**src/rtl/hazard_ctrl.sv**
```systemverilog
// Central stall/bubble scheduler for the 5-stage pipeline.
// Sequences multi-cycle MUL/DIV and resolves hazards by fixed priority.
module hazard_ctrl #(
    parameter int MUL_LAT = 4,
    parameter int DIV_LAT = 32
) (
    input  logic       clk,
    input  logic       resetn,
    input  logic [4:0] d_src1,
    input  logic [4:0] d_src2,
    input  logic       d_isJumpInstr,
    input  logic [4:0] e_dst,
    input  logic       e_isLoad,
    input  logic       e_md_start,
    input  logic       e_md_isDiv,
    input  logic       i_req,
    input  logic       i_data_ok,
    input  logic       m_req,
    input  logic       m_data_ok,
    input  logic       exception,
    output logic       F_stall,
    output logic       D_stall,
    output logic       E_stall,
    output logic       M_stall,
    output logic       D_bubble,
    output logic       E_bubble,
    output logic       M_bubble,
    output logic       W_bubble,
    output logic       md_busy,
    output logic       md_done
);

    localparam int CW = 5;

    typedef enum logic [1:0] {
        RUN     = 2'd0,
        MD_WAIT = 2'd1,
        FLUSH   = 2'd2
    } state_t;

    typedef struct packed {
        logic f_stall;
        logic d_stall;
        logic e_stall;
        logic m_stall;
        logic d_bubble;
        logic e_bubble;
        logic m_bubble;
        logic w_bubble;
        logic md_busy;
        logic md_done;
    } ctl_t;

    state_t        state;
    state_t        state_nx;
    logic [CW-1:0] cnt;
    logic [CW-1:0] cnt_nx;
    logic [CW-1:0] cnt_ld;

    logic m_wait;
    logic i_wait;
    logic lu;
    logic md_stall;
    logic md_fin;
    ctl_t ctl;

    assign m_wait = m_req & ~m_data_ok;
    assign i_wait = i_req & ~i_data_ok;

    // Register 0 is hardwired, so a load to it never creates a hazard.
    assign lu = e_isLoad && (e_dst != 5'd0) &&
                ((e_dst == d_src1) || (e_dst == d_src2));

    assign md_stall = ((state == RUN) && e_md_start) ||
                      ((state == MD_WAIT) && (cnt != '0)) ||
                      ((state == MD_WAIT) && (cnt == '0) && m_wait);

    assign md_fin = (state == MD_WAIT) && (cnt == '0) && !m_wait;

    assign cnt_ld = e_md_isDiv ? CW'(DIV_LAT - 2) : CW'(MUL_LAT - 2);

    always_ff @(posedge clk) begin
        if (!resetn) begin
            state <= RUN;
            cnt   <= '0;
        end else begin
            state <= state_nx;
            cnt   <= cnt_nx;
        end
    end

    // The MUL/DIV counter free-runs under a memory wait; only the
    // final release is held back.
    always_comb begin
        state_nx = state;
        cnt_nx   = cnt;
        if (exception) begin
            state_nx = FLUSH;
            cnt_nx   = '0;
        end else begin
            unique case (state)
                RUN: begin
                    if (e_md_start) begin
                        state_nx = MD_WAIT;
                        cnt_nx   = cnt_ld;
                    end
                end
                MD_WAIT: begin
                    if (cnt != '0) begin
                        cnt_nx = cnt - 1'b1;
                    end else if (!m_wait) begin
                        state_nx = RUN;
                    end
                end
                FLUSH: begin
                    state_nx = RUN;
                end
                default: begin
                    state_nx = RUN;
                    cnt_nx   = '0;
                end
            endcase
        end
    end

    always_comb begin
        ctl = '0;
        if (!resetn) begin
            ctl.d_bubble = 1'b1;
            ctl.e_bubble = 1'b1;
            ctl.m_bubble = 1'b1;
            ctl.w_bubble = 1'b1;
        end else begin
            priority case (1'b1)
                exception: begin
                    ctl.d_bubble = 1'b1;
                    ctl.e_bubble = 1'b1;
                    ctl.m_bubble = 1'b1;
                end
                (state == FLUSH): begin
                    ctl.d_bubble = 1'b1;
                end
                m_wait: begin
                    ctl.f_stall  = 1'b1;
                    ctl.d_stall  = 1'b1;
                    ctl.e_stall  = 1'b1;
                    ctl.m_stall  = 1'b1;
                    ctl.w_bubble = 1'b1;
                end
                md_stall: begin
                    ctl.f_stall  = 1'b1;
                    ctl.d_stall  = 1'b1;
                    ctl.e_stall  = 1'b1;
                    ctl.m_bubble = 1'b1;
                    ctl.md_busy  = 1'b1;
                end
                lu: begin
                    ctl.f_stall  = 1'b1;
                    ctl.d_stall  = 1'b1;
                    ctl.e_bubble = 1'b1;
                end
                // A branch holds in D until its delay slot is fetched.
                (i_wait && d_isJumpInstr): begin
                    ctl.f_stall  = 1'b1;
                    ctl.d_stall  = 1'b1;
                    ctl.e_bubble = 1'b1;
                end
                i_wait: begin
                    ctl.f_stall  = 1'b1;
                    ctl.d_bubble = 1'b1;
                end
                default: begin
                    ctl.f_stall = 1'b0;
                end
            endcase
            ctl.md_done = md_fin && !exception;
        end
    end

    assign F_stall  = ctl.f_stall;
    assign D_stall  = ctl.d_stall;
    assign E_stall  = ctl.e_stall;
    assign M_stall  = ctl.m_stall;
    assign D_bubble = ctl.d_bubble;
    assign E_bubble = ctl.e_bubble;
    assign M_bubble = ctl.m_bubble;
    assign W_bubble = ctl.w_bubble;
    assign md_busy  = ctl.md_busy;
    assign md_done  = ctl.md_done;

endmodule

```
**config.mk**
```make
export PLATFORM = sky130hd
export DESIGN_NAME = hazard_ctrl
export DESIGN_NICKNAME = d
export VERILOG_FILES = /design/src/rtl/hazard_ctrl.sv
export SDC_FILE = /design/constraint.sdc
export NUM_CORES = 1
export LEC_CHECK = 0
export CELL_PAD_IN_SITES_DETAIL_PLACEMENT = 1
export CELL_PAD_IN_SITES_GLOBAL_PLACEMENT = 2
export CORE_ASPECT_RATIO = 1.1
export CORE_MARGIN = 3
export CORE_UTILIZATION = 20
export CTS_CLUSTER_DIAMETER = 200
export DETAILED_ROUTE_END_ITERATION = 6
export GPL_TIMING_DRIVEN = 0
export PLACE_DENSITY_LB_ADDON = 0.1
export SLEW_MARGIN = 30
export SYNTH_ARGS = -nofsm -noshare
export SYNTH_HDL_FRONTEND = slang
export SYNTH_SLANG_ARGS = --single-unit
```
**constraint.sdc**
```tcl
create_clock -name clk -period 2.2 [get_ports clk]
set_clock_uncertainty 0.15 [all_clocks]
set_input_delay 0.44 -clock clk [delete_from_list [all_inputs] [get_ports clk]]
set_output_delay 0.44 -clock clk [all_outputs]
set_load 0.005 [all_outputs]
```
==> flow_metrics.env <==
export IMPL_result_of_the_run="complete, but fails checks"
export IMPL_failed_checks="setup timing"
export IMPL_yosys_area_top_type="sky130_fd_sc_hd__dfxtp_1"
export IMPL_timing_critical_path_required_ns=1.61
export IMPL_global_route_usage_met2_pct=25.57
export IMPL_synth_compound_area_share_pct=27.00
export IMPL_cp_depth=7
export IMPL_number_of_antenna_violations_at_the_first_check_in_global_routing=0
export IMPL_critical_path_class="in2out"
export IMPL_die_area_sq_um=4271
export IMPL_postSynth_topFlopCell="sky130_fd_sc_hd__dfxtp_1"
export IMPL_core_area_sq_um=3206
export IMPL_synth_adder_area_share_pct=3.552
export IMPL_finalWeightedCongestion=0.7782
export IMPL_netlist_cell_types=36
export IMPL_globalRouteOverflowTotal=0
export IMPL_post_place_cells=175
export IMPL_vdd_ir_drop_worst_mv=0.09999
export IMPL_top_usage_layer="met2"
export IMPL_rows=21
export IMPL_cts_tree="done"
export IMPL_groute_usage_overall_pct=12.97
export IMPL_post_dp_cell_area_sq_um=1112
export IMPL_post_route_drc_count=0
export IMPL_use_met1_pct=14.31
export IMPL_synth_area_mux_share_pct=0
export IMPL_clkSlewWorstSetupHoldPaths_ns=0.05
export IMPL_antenna_violating_nets_post_route=0
export IMPL_max_clock_freq_mhz=419.3
export IMPL_max_cap_violations=0
export IMPL_cts_buffers_inserted=3
export IMPL_synth_yosys_seq_area_share_pct=19.89
export IMPL_timing_critical_path_fanout_max=2
export IMPL_worst_path_max_delay_cell="sky130_fd_sc_hd__or4_4"
export IMPL_yosysWarningCount=0
export IMPL_final_layout_size_suffix_gt1_share_pct=47.59
export IMPL_dr_first_iter_drc_count=28
export IMPL_synth_fp_nets=122
export IMPL_crit_buf_inv=3
export IMPL_postLayoutCellArea_sq_um=1335
export IMPL_fp_dieW_um=62.59
export IMPL_drt_pass1_iterations=4
export IMPL_final_non_filler_cells=191
export IMPL_max_slew_worst_pin_slew_ns=0.4356
export IMPL_synth_avg_cell_area_sq_um=7.494
export IMPL_main_combinational_cell_family_by_area_after_synthesis="simple AND/OR/NAND/NOR gates"
export IMPL_netlist_instances=94
export IMPL_grt_start_max_net_pins=11
export IMPL_worst_hold_path_num_cells=2
export IMPL_routed_wire_length_per_instance_um=13.67
export IMPL_root_buffer="sky130_fd_sc_hd__clkbuf_4"
export IMPL_cts_htree_levels=1
export IMPL_clk_path_buf_depth=2
export IMPL_static_leakage_power_nw=0.5692
export IMPL_timing_final_hold_violations=0
export IMPL_critPathArrivalTime_ns=1.79
export IMPL_clock_sink_count=7
export IMPL_design_final_nets=174
export IMPL_layout_worst_path_cycle_share_pct=108.4
export IMPL_max_stage_delay_on_crit_path_ns=0.54
export IMPL_cellPowerDensity_nw_per_um2=370.0
export IMPL_synth_top_cells_by_area="sky130_fd_sc_hd__dfxtp_1 20%, sky130_fd_sc_hd__xor2_1 12%, sky130_fd_sc_hd__nor3_1 6.4%"
export IMPL_num_vias=889
export IMPL_number_of_i_o_port_buffers=35
export IMPL_fin_ws_ns=-0.1850
export IMPL_final_antenna_diode_count=0
export IMPL_cts_hold_buf=0
export IMPL_ys_seq_elements=7
export IMPL_clkLatencyLatePin_ns=0.26
export IMPL_number_of_global_route_vias_before_repair=997
export IMPL_rsz0062_at_grt="true"
export IMPL_syn2layout_area_growth_pct=89.52
export IMPL_place_detailed_hpwl_mm=1.849
export IMPL_cells_along_the_critical_path="buf_8, or4_4, o21ai_4, buf_6, nor4_4, a211o_1, buf_2"
export IMPL_path_delay_family="simple AND/OR/NAND/NOR gates"
export IMPL_total_i_o_pin_count=36
export IMPL_report_final_slew_viol_count=0
export IMPL_post_synth_xor_area_fraction_pct=12.43
export IMPL_floorplan_initialDensity_pct=21.98
export IMPL_detailedPlace_worstSlack_ns=-0.9784
export IMPL_most_instantiated_cells_after_synthesis="12 x sky130_fd_sc_hd__nor2_1, 10 x sky130_fd_sc_hd__xor2_1, 9 x sky130_fd_sc_hd__nor3_1"
export IMPL_setup_tns_ns=-0.6017
export IMPL_m3_gr_usage_pct=2.627
export IMPL_synth_top_cell_area_share_pct=19.89
export IMPL_synth_simple_gate_area_share_pct=32.86
export IMPL_die_h_um=68.25
export IMPL_hold_path_class="reg2reg"
export IMPL_synth_most_common_cell="sky130_fd_sc_hd__nor2_1"
export IMPL_utilization_pct=41.65
export IMPL_via_per_inst=4.654
export IMPL_timing_reg2reg_worst_path_depth=8
export IMPL_setup_viol=7
export IMPL_critical_path_endpoint_type="output pin"
export IMPL_synthesis_area_sq_um=704.4
export IMPL_routed_wl_mm=2.611
export IMPL_final_min_clock_period_ns=2.385
export IMPL_global_route_wire_length_before_repair_mm=4.443
export IMPL_type_of_element_launching_the_critical_path="input port"
export IMPL_edff_count_synth=0
export IMPL_ys_async_sr_fraction_pct=0
export IMPL_timing_slew_headroom_pct=70.90
==> cell type report <==
cell class / count / area, sq um
timing repair buffer: 48 / 385.4
sequential: 7 / 142.6
tap: 46 / 57.56
multi-input combinational: 81 / 688.2
buffer: 3 / 27.53
clock buffer: 4 / 26.28
inverter: 2 / 7.507
fill: 390 / 1871
==> flip-flops by register name (all words and copies together), names as in the netlist <==
signal	count
cnt	5
state	2
==> through the flow <==
stage / hold WS, ns / total power [W]
6_report: 0.4314 / 0.0004939
4_1_cts: 0.4309 / 0.0004790
3_5_place_dp: 0.3419 / 0.0003251
2_1_floorplan: 0.3062 / 0.0002320
3_3_place_gp: 0.3278 / 0.0003227
5_1_grt: 0.4847 / 0.0005291
==> worst paths after layout <==
| kind | start | endpoint | slack, ns |
|---|---|---|---|
| max | e_dst[4] | F_stall | -0.18 |
| min | cnt[4] | cnt[4] | 0.43 |
| max reg2reg | cnt[1] | cnt[3] | 0.11 |
| min reg2reg | cnt[4] | cnt[4] | 0.43 |
==> worst register-to-register path, cell delays in order (launching register included) <==
cell                      delay, ns
sky130_fd_sc_hd__dfxtp_2       0.32
sky130_fd_sc_hd__inv_2         0.08
sky130_fd_sc_hd__ha_4          0.14
sky130_fd_sc_hd__or4b_4        0.49
sky130_fd_sc_hd__buf_4         0.16
sky130_fd_sc_hd__o21ai_4       0.16
sky130_fd_sc_hd__o21a_2        0.21
sky130_fd_sc_hd__nor2_1        0.07
sky130_fd_sc_hd__nor4_2        0.22
==> repair_timing <==
item	CTS	global route
resized for setup	106	20
pin swaps	22	14
endpoints found under the setup margin	10	11
setup buffers	13	1
==> per-layer routing <==
layer	routed length, um	share of wire (%)
met1	1103	42
met2	1322	51
met3	185	7.1
met4	0	0
met5	0	0
==> placed cells by master (no fill, tap or decap), types with 2 or more instances in the layout <==
cell,count
sky130_fd_sc_hd__a21oi_1,6
sky130_fd_sc_hd__nor3_2,2
sky130_fd_sc_hd__nand2_2,2
sky130_fd_sc_hd__clkbuf_4,3
sky130_fd_sc_hd__nor2b_1,2
sky130_fd_sc_hd__nand2b_1,2
sky130_fd_sc_hd__o21ai_4,3
sky130_fd_sc_hd__nor2_1,11
sky130_fd_sc_hd__dfxtp_2,2
sky130_fd_sc_hd__a31oi_1,3
sky130_fd_sc_hd__buf_4,10
sky130_fd_sc_hd__nand2_1,2
sky130_fd_sc_hd__buf_2,12
sky130_fd_sc_hd__nand2b_4,2
sky130_fd_sc_hd__clkbuf_2,4
sky130_fd_sc_hd__dfxtp_1,5
sky130_fd_sc_hd__buf_6,5
sky130_fd_sc_hd__xor2_2,2
sky130_fd_sc_hd__dlygate4sd2_1,8
sky130_fd_sc_hd__inv_2,2
sky130_fd_sc_hd__nor4b_4,2
sky130_fd_sc_hd__a21o_1,2
sky130_fd_sc_hd__clkdlybuf4s50_1,8
sky130_fd_sc_hd__nor3_1,7
sky130_fd_sc_hd__buf_8,2
sky130_fd_sc_hd__xor2_1,8
==> report_power, final <==
part           switching (W)  total (W)  internal [W]
clock network      0.0000512   0.000121     0.0000695
registers         0.00000893   0.000142      0.000133
logic               0.000108   0.000231      0.000123
total               0.000168   0.000494      0.000326
==> logic make-up (layout without fill, tap and decap cells) <==
group | count (synthesis) | after routing
compound gates | 28 | 28
xor+xnor | 10 | 10
fa+ha+maj | 2 | 2
buf+inv | 6 | 57
flops | 7 | 7
simple gates | 41 | 41
Power figures use the tool's default switching activity.
